===== src/rtl/unidade_controle_sequencia.sv =====
// Moore sequencer for the memory-game datapath: drives counter/register strobes and reports the outcome.
// Optional feature: define UC_TIMEOUT_EN to enable the player timeout (conta_timer and fim_timer).
module unidade_controle_sequencia (
  input  logic       clock,
  input  logic       reset,
  input  logic       iniciar,
  input  logic       jogada_feita,
  input  logic       igual,
  input  logic       fim_sequencia,
  input  logic       ultima_sequencia,
  input  logic       fim_timer,
  output logic       zeraE,
  output logic       contaE,
  output logic       zeraL,
  output logic       contaL,
  output logic       zeraR,
  output logic       registraR,
  output logic       zera_timer,
  output logic       conta_timer,
  output logic       pronto,
  output logic       acertou,
  output logic       errou,
  output logic       timeout,
  output logic [3:0] db_estado
);

  typedef enum logic [3:0] {
    INICIAL        = 4'h0,
    PREPARACAO     = 4'h1,
    INICIO_RODADA  = 4'h2,
    ESPERA_JOGADA  = 4'h3,
    REGISTRA       = 4'h4,
    COMPARACAO     = 4'h5,
    PROXIMO        = 4'h6,
    PROXIMA_RODADA = 4'h7,
    FIM_ACERTOU    = 4'hA,
    FIM_TIMEOUT    = 4'hD,
    FIM_ERROU      = 4'hE
  } estado_t;

`ifdef UC_TIMEOUT_EN
  localparam logic TIMEOUT_EN = 1'b1;
`else
  localparam logic TIMEOUT_EN = 1'b0;
`endif

  estado_t estado;

  function automatic estado_t proximo_estado(
    input estado_t atual,
    input logic    ini,
    input logic    jogada,
    input logic    ig,
    input logic    fim_seq,
    input logic    ultima,
    input logic    fim_tmr
  );
    estado_t prox;
    prox = INICIAL;
    case (atual)
      INICIAL:        prox = ini ? PREPARACAO : INICIAL;
      PREPARACAO:     prox = INICIO_RODADA;
      INICIO_RODADA:  prox = ESPERA_JOGADA;
      // A move arriving together with the timeout still counts as a move.
      ESPERA_JOGADA: begin
        if (jogada)                        prox = REGISTRA;
        else if (fim_tmr && TIMEOUT_EN)    prox = FIM_TIMEOUT;
        else                               prox = ESPERA_JOGADA;
      end
      REGISTRA:       prox = COMPARACAO;
      COMPARACAO: begin
        if (!ig)                           prox = FIM_ERROU;
        else if (fim_seq && ultima)        prox = FIM_ACERTOU;
        else if (fim_seq)                  prox = PROXIMA_RODADA;
        else                               prox = PROXIMO;
      end
      PROXIMO:        prox = ESPERA_JOGADA;
      PROXIMA_RODADA: prox = INICIO_RODADA;
      FIM_ACERTOU:    prox = ini ? PREPARACAO : FIM_ACERTOU;
      FIM_ERROU:      prox = ini ? PREPARACAO : FIM_ERROU;
      FIM_TIMEOUT:    prox = ini ? PREPARACAO : FIM_TIMEOUT;
      default:        prox = INICIAL;
    endcase
    return prox;
  endfunction

  // Outputs are registered from the next state, so they always match the state register.
  always_ff @(posedge clock) begin
    if (reset) begin
      estado      <= INICIAL;
      zeraE       <= 1'b0;
      contaE      <= 1'b0;
      zeraL       <= 1'b0;
      contaL      <= 1'b0;
      zeraR       <= 1'b0;
      registraR   <= 1'b0;
      zera_timer  <= 1'b0;
      conta_timer <= 1'b0;
      pronto      <= 1'b0;
      acertou     <= 1'b0;
      errou       <= 1'b0;
      timeout     <= 1'b0;
    end else begin
      estado      <= proximo_estado(estado, iniciar, jogada_feita, igual,
                                    fim_sequencia, ultima_sequencia, fim_timer);
      zeraE       <= proximo_estado(estado, iniciar, jogada_feita, igual, fim_sequencia,
                                    ultima_sequencia, fim_timer) inside {PREPARACAO, INICIO_RODADA};
      contaE      <= proximo_estado(estado, iniciar, jogada_feita, igual, fim_sequencia,
                                    ultima_sequencia, fim_timer) == PROXIMO;
      zeraL       <= proximo_estado(estado, iniciar, jogada_feita, igual, fim_sequencia,
                                    ultima_sequencia, fim_timer) == PREPARACAO;
      contaL      <= proximo_estado(estado, iniciar, jogada_feita, igual, fim_sequencia,
                                    ultima_sequencia, fim_timer) == PROXIMA_RODADA;
      zeraR       <= proximo_estado(estado, iniciar, jogada_feita, igual, fim_sequencia,
                                    ultima_sequencia, fim_timer) == PREPARACAO;
      registraR   <= proximo_estado(estado, iniciar, jogada_feita, igual, fim_sequencia,
                                    ultima_sequencia, fim_timer) == REGISTRA;
      zera_timer  <= proximo_estado(estado, iniciar, jogada_feita, igual, fim_sequencia,
                                    ultima_sequencia, fim_timer) inside {PREPARACAO, INICIO_RODADA, REGISTRA};
      conta_timer <= TIMEOUT_EN && (proximo_estado(estado, iniciar, jogada_feita, igual, fim_sequencia,
                                    ultima_sequencia, fim_timer) == ESPERA_JOGADA);
      pronto      <= proximo_estado(estado, iniciar, jogada_feita, igual, fim_sequencia,
                                    ultima_sequencia, fim_timer) inside {FIM_ACERTOU, FIM_ERROU, FIM_TIMEOUT};
      acertou     <= proximo_estado(estado, iniciar, jogada_feita, igual, fim_sequencia,
                                    ultima_sequencia, fim_timer) == FIM_ACERTOU;
      errou       <= proximo_estado(estado, iniciar, jogada_feita, igual, fim_sequencia,
                                    ultima_sequencia, fim_timer) == FIM_ERROU;
      timeout     <= proximo_estado(estado, iniciar, jogada_feita, igual, fim_sequencia,
                                    ultima_sequencia, fim_timer) == FIM_TIMEOUT;
    end
  end

  assign db_estado = estado;

endmodule


===== config.mk =====
export PLATFORM = sky130hd
export DESIGN_NAME = unidade_controle_sequencia
export DESIGN_NICKNAME = d
export VERILOG_FILES = /design/src/rtl/unidade_controle_sequencia.sv
export SDC_FILE = /design/constraint.sdc
export NUM_CORES = 1
export LEC_CHECK = 0
export CAP_MARGIN = 10
export CORE_UTILIZATION = 45
export CTS_BUF_LIST = sky130_fd_sc_hd__clkbuf_4
export CTS_CLUSTER_DIAMETER = 120
export DETAILED_ROUTE_END_ITERATION = 10
export PLACE_DENSITY = 0.78
export SLEW_MARGIN = 30
export SYNTH_ARGS = -nofsm -noshare
export SYNTH_HDL_FRONTEND = slang
export SYNTH_SLANG_ARGS = --single-unit

===== constraint.sdc =====
create_clock -name clock -period 2.1 [get_ports clock]
set_input_delay 0.525 -clock clock [delete_from_list [all_inputs] [get_ports clock]]
set_output_delay 0.525 -clock clock [all_outputs]
set_load 0.02 [all_outputs]

==> results of run 1 <==
==> cell families (layout without fill, tap and decap cells) <==
logic type | Yosys count | after routing | synth area share, %
xor+xnor | 1 | 1 | 1.32
other cells | 1 | 1 | 0.565
flops | 14 | 14 | 42.3
buf+inv | 5 | 35 | 6.22
compound gates | 13 | 13 | 18.5
simple gates | 34 | 34 | 31.1
==> sequential cells by signal, summed over array words and instances (netlist names) <==
register,count
contaL,1
zeraE,1
zera_timer,1
pronto,1
db_estado,4
registraR,1
contaE,1
timeout,1
acertou,1
errou,1
zeraR,1
==> routing by layer <==
layer | up-vias | part of all wire [%]
met4 | 0 | 1.9
met3 | 4 | 5.1
met1 | 283 | 44
li1 | 302 | -
met2 | 15 | 49
met5 | - | 0
==> path summary, 6_finish.rpt <==
kind	startpoint	end	slack, ps	cells past startpoint
worst min register to register	db_estado[3]	zera_timer	790	3
worst max-delay path	db_estado[0]	db_estado[0]	110	1
worst min-delay path	db_estado[3]	zera_timer	790	3
worst max register to register	db_estado[3]	errou	390	5
==> cell usage in the layout (no fill, tap or decap) <==
master,synthesis,layout
o32a_1,1,1
buf_4,2,10
o211ai_2,1,1
nor2b_1,3,3
o31ai_4,1,1
nor3_1,4,4
nand3_1,2,2
clkinv_1,0,1
xnor2_1,1,1
o311ai_1,1,1
nand3b_1,2,2
o21ai_2,2,2
or3b_1,1,1
and4bb_4,1,1
conb_1,1,1
a21oi_2,1,1
a31oi_1,1,1
o21ai_0,1,1
and4bb_1,1,1
nand2_1,3,3
or4_1,1,1
and3b_1,3,3
or2b_1,1,1
a21boi_0,1,1
nor2_1,9,9
dfxtp_2,0,1
dfxtp_1,14,13
clkbuf_4,0,3
or3_1,1,1
o21bai_1,1,1
clkdlybuf4s50_1,0,21
a22oi_1,1,1
o311a_1,1,1
nand2b_1,2,2
==> power breakdown <==
group	leakage (nW)	internal [W]	total, W	switching [W]
Sequential	0.115	0.000281	0.000296	0.0000151
Clock	0.0154	0.0000691	0.000157	0.0000879
Combinational	0.233	0.0000942	0.000175	0.0000811
==> final cells by class <==
type,instances,area (um^2)
repair buffers,31,285
flip-flops and latches,14,282
multi-input cells,49,342
clock inverters,1,3.75
fillers,112,380
well taps,15,18.8
clock buffers,3,22.5
==> metrics by stage <==
stage | hold WS (ps) | std cells | cell area [um^2]
floorplan | 717 | 68 | 663
global placement | 773 | 109 | 926
detailed placement | 809 | 109 | 926
CTS | 829 | 113 | 952
global route | 829 | 113 | 953
finish | 792 | 113 | 953
==> timing repair <==
action / 4_1_cts / 5_1_grt
setup endpoints to repair: 0 / 1
resized for setup: 0 / 1
setup buffers: 0 / 0
hold endpoints to repair: 0 / 0
==> impl_metrics.py, run 1 <==
metrics = {
    "placed_design": {
        "post-dp-hpwl_um": 1080,
        "pre_cts_slack_ps": -147,
        "port_buffers": 21,
        "place_congestion": 0.766,
    },
    "critical_path": {
        "crit_buf_inv": 1,
        "crit_required_ps": 1570,
        "critPathKind": "flip-flop to output port",
        "cp_max_fo": 10,
        "slowest_delay_ps": 670,
        "cp-end-kind": "output port",
        "startpoint_type": "flip-flop",
        "cpMaxStageDelayCell": "clkdlybuf4s50_1",
        "path_cells": "clkdlybuf4s50_1",
        "critical_path.top_delay_family": "buffers and inverters",
        "crit_arrival_ps": 1460,
    },
    "detailed_routing": {
        "routedWlPerCell_um": 12.8,
        "ant_nets": 0,
        "routed_wl_um": 1450,
        "drt_first_pass_iters": 2,
        "drc": 0,
        "drtIter0Drc": 5,
        "vias": 604,
        "viasPerCell": 5.35,
    },
    "sta": {
        "tns_ps": 0,
        "worst_slack_ps": 110,
        "max_freq_mhz": 503,
        "drv_slew": 0,
        "period_share_pct": 94.7,
        "clock-skew-final_ps": 1.42,
        "setup_viol": 0,
        "fin_crit_ps": 1990,
        "hold_violations": 0,
        "rsz0062_at_grt": "no",
    },
    "global_routing": {
        "grt_max_degree": 14,
        "busiest_layer": "met2",
        "grt_usage_pct": 20.1,
        "antenna_found_initial": 0,
        "grt.overflow.total": 0,
        "use_met1_pct": 22.1,
        "grt.met3_usage_pct": 8.33,
        "grt_first_pass_wirelength_um": 2020,
        "grt_pass1_vias": 477,
        "grtUsageMet2_pct": 32.9,
    },
    "clock_network": {
        "cts_max_level": 1,
        "clk_path_buf_depth": 2,
        "cts-root-buf": "clkbuf_4",
        "cts_sinks": 14,
        "clk_latency_ps": 280,
        "numCtsBuffers": 3,
        "clk_pin_slew_ps": 80,
        "postCtsHoldBufs": 0,
        "cts_tree": "yes",
    },
    "die": {
        "coreArea_um2": 1330,
        "rows": 13,
        "io_pins": 24,
        "start_util_pct": 49.7,
        "die_x_um": 40.4,
        "dieArea_um2": 1630,
        "die_h_um": 40.4,
    },
    "synth": {
        "synth_edf_count": 0,
        "syn_area_per_cell_um2": 9.75,
        "ys_seq_elements": 14,
        "synth_top_area_cell": "dfxtp_1",
        "synth_top_flop_cell": "dfxtp_1",
        "async_flop_share_pct": 0,
        "synth_top_cell_area_share_pct": 42.3,
        "synth_commonest_cells": "14 x dfxtp_1, 9 x nor2_1, 4 x nor3_1",
        "yosysSeqAreaShare_pct": 42.3,
        "yosysMostFrequentCell": "dfxtp_1",
        "synth_cells": 68,
        "yosys_warnings": 0,
        "synthTopCellsByArea": "dfxtp_1 42%, nor2_1 5.1%, and3b_1 4.0%",
        "synthesis.area_um2": 663,
        "yosysUniqueCellTypes": 32,
        "synth_fp_nets": 76,
    },
    "power_and_ir_drop": {
        "p_per_area_nw_per_um2": 659,
        "finalPower_w": 0.000628,
        "peakVddDrop_v": 0.000386,
        "total_leakage_power_nw": 0.362,
    },
    "finish": {
        "nNetsFinal": 107,
        "antenna_cells": 0,
        "area_growth_pct": 43.8,
        "drive_above_1_share_pct": 20.4,
        "fin_util_pct": 71.5,
    },
    "worst_hold_path": {
        "min_path_type": "flip-flop to flip-flop",
    },
    "run": {
        "cap_violations": 0,
    },
    "run_status": {
        "status": "complete, no violations",
    },
}
Power figures use the tool's default switching activity.
==> run 2: changes to the inputs <==
--- a/config.mk
+++ b/config.mk
@@ -8,9 +8,10 @@
 export CAP_MARGIN = 10
 export CORE_UTILIZATION = 45
 export CTS_BUF_LIST = sky130_fd_sc_hd__clkbuf_4
-export CTS_CLUSTER_DIAMETER = 120
+export CTS_CLUSTER_SIZE = 10
 export DETAILED_ROUTE_END_ITERATION = 10
 export PLACE_DENSITY = 0.78
+export RECOVER_POWER = 100
 export SLEW_MARGIN = 30
 export SYNTH_ARGS = -nofsm -noshare
 export SYNTH_HDL_FRONTEND = slang
==> impl_metrics.py, run 2 (synthesis gave the netlist of run 1 again) <==
metrics = {
    "critical_path": {
        "ff2ff_setup_slack_ps": 340,
        "crit_buf_inv": 1,
        "reg2reg_from": "db_estado[2]",
        "crit_required_ps": 1570,
        "r2r-end": "errou",
        "critPathKind": "flip-flop to output port",
        "startpoint_type": "flip-flop",
        "slowest_delay_ps": 710,
        "path_cells": "dlygate4sd3_1",
        "crit_arrival_ps": 1470,
        "cp-end-kind": "output port",
        "cpMaxStageDelayCell": "dlygate4sd3_1",
        "r2r_cells": 5,
        "critical_path.top_delay_family": "buffers and inverters",
        "cp_max_fo": 9,
    },
    "sta": {
        "clock-skew-final_ps": 1.41,
        "rsz0062_at_grt": "no",
        "setup_viol": 0,
        "worst_slack_ps": 104,
        "fin_crit_ps": 2000,
        "period_share_pct": 95.0,
        "max_freq_mhz": 501,
        "hold_violations": 0,
        "drv_slew": 0,
        "whs_ps": 790,
    },
    "detailed_routing": {
        "routedWlPerCell_um": 12.8,
        "ant_nets": 0,
        "viasPerCell": 5.38,
        "routed_wl_um": 1440,
        "drtIter0Drc": 5,
        "drt_first_pass_iters": 2,
        "drc": 0,
        "vias": 608,
    },
    "die": {
        "die_x_um": 40.4,
        "die_h_um": 40.4,
        "start_util_pct": 49.7,
        "rows": 13,
        "io_pins": 24,
        "coreArea_um2": 1330,
        "dieArea_um2": 1630,
    },
    "global_routing": {
        "grt_max_degree": 14,
        "antenna_found_initial": 0,
        "grt.overflow.total": 0,
        "grt_first_pass_wirelength_um": 2020,
        "grt_usage_pct": 20.1,
        "grt_pass1_vias": 477,
    },
    "power_and_ir_drop": {
        "total_leakage_power_nw": 0.399,
        "finalPower_w": 0.000620,
        "p_per_area_nw_per_um2": 659,
        "peakVddDrop_v": 0.000383,
    },
    "finish": {
        "drive_above_1_share_pct": 17.3,
        "largest_reg_flops": 4,
        "stdcell_count": 113,
        "nNetsFinal": 107,
        "antenna_cells": 0,
        "area_growth_pct": 41.9,
        "mostFrequentLayoutCells": "14 x dlygate4sd3_1, 13 x dfxtp_1, 9 x nor2_1",
        "layout_commonest_cell": "dlygate4sd3_1",
    },
    "clock_network": {
        "cts-root-buf": "clkbuf_4",
        "post-cts-setup-buffers": 0,
        "clk_pin_slew_ps": 80,
        "clk_latency_ps": 280,
        "postCtsHoldBufs": 0,
        "cts_sinks": 14,
        "cts_resized": 0,
        "numCtsBuffers": 3,
        "clk_path_buf_depth": 2,
        "cts_max_level": 1,
        "cts_tree": "yes",
    },
    "worst_hold_path": {
        "min_to": "zera_timer",
        "hold_depth": 3,
        "min_path_type": "flip-flop to flip-flop",
        "hp-start": "db_estado[3]",
    },
    "placed_design": {
        "pre_cts_slack_ps": -147,
        "port_buffers": 21,
        "dp_cells": 109,
        "post-dp-hpwl_um": 1080,
        "place_congestion": 0.766,
    },
    "run_status": {
        "status": "complete, no violations",
    },
    "run": {
        "cap_violations": 0,
    },
}
[run 2: changes by cell type in the layout (fill, tap and decap cells not counted), sizes merged]
cell,before,now
clkbuf,3,6
buf,10,7
clkdlybuf4s50,21,7
dlygate4sd3,0,14
[run 2: per-layer routing]
metal	global-route usage (%)	part of all wire [%]	vias to the layer above	wire length, um
met5	0	0	-	0
met4	10.0	1.9	0	28
met3	8.33	5.5	4	79
met2	32.9	49	15	702
met1	22.1	44	283	631
li1	-	-	306	-
[run 2: worst max-delay path by stage]
| stage | start | end | slack [ps] | cells after the start |
|---|---|---|---|---|
| floorplan | db_estado[0] | zera_timer | 380 | 6 |
| global placement | iniciar | zera_timer | -150 | 6 |
| detailed placement | iniciar | zera_timer | -150 | 6 |
| CTS | db_estado[3] | db_estado[3] | 9 | 1 |
| global route | ultima_sequencia | contaL | 30 | 7 |
| finish | db_estado[1] | db_estado[1] | 100 | 1 |
[run 2: worst min-delay path: stages, from the launching register on]
cell and delay [ps]:
dfxtp_2 400, o21ai_2 170, or3_1 100, a31oi_1 80
[run 2: area by class of cell]
class,instances,area (um^2)
fillers,113,393
multi-input cells,49,333
flip-flops and latches,14,282
repair buffers,31,282
clock buffers,3,22.5
well taps,15,18.8
clock inverters,1,3.75
[run 2: report_power, final]
group / switching, W / internal (W)
clock network: 0.0000878 / 0.0000691
logic: 0.0000805 / 0.0000873
registers: 0.0000141 / 0.000281
[run 2: stage by stage]
stage | area, um^2 | util [%] | setup TNS (ps)
after floorplan | 663 | - | 0
after global placement | 926 | 69.4 | -398
after detailed placement | 926 | 69.4 | -468
after CTS | 952 | 71.4 | 0
after global routing | 941 | 70.5 | 0
final | 941 | 70.5 | 0
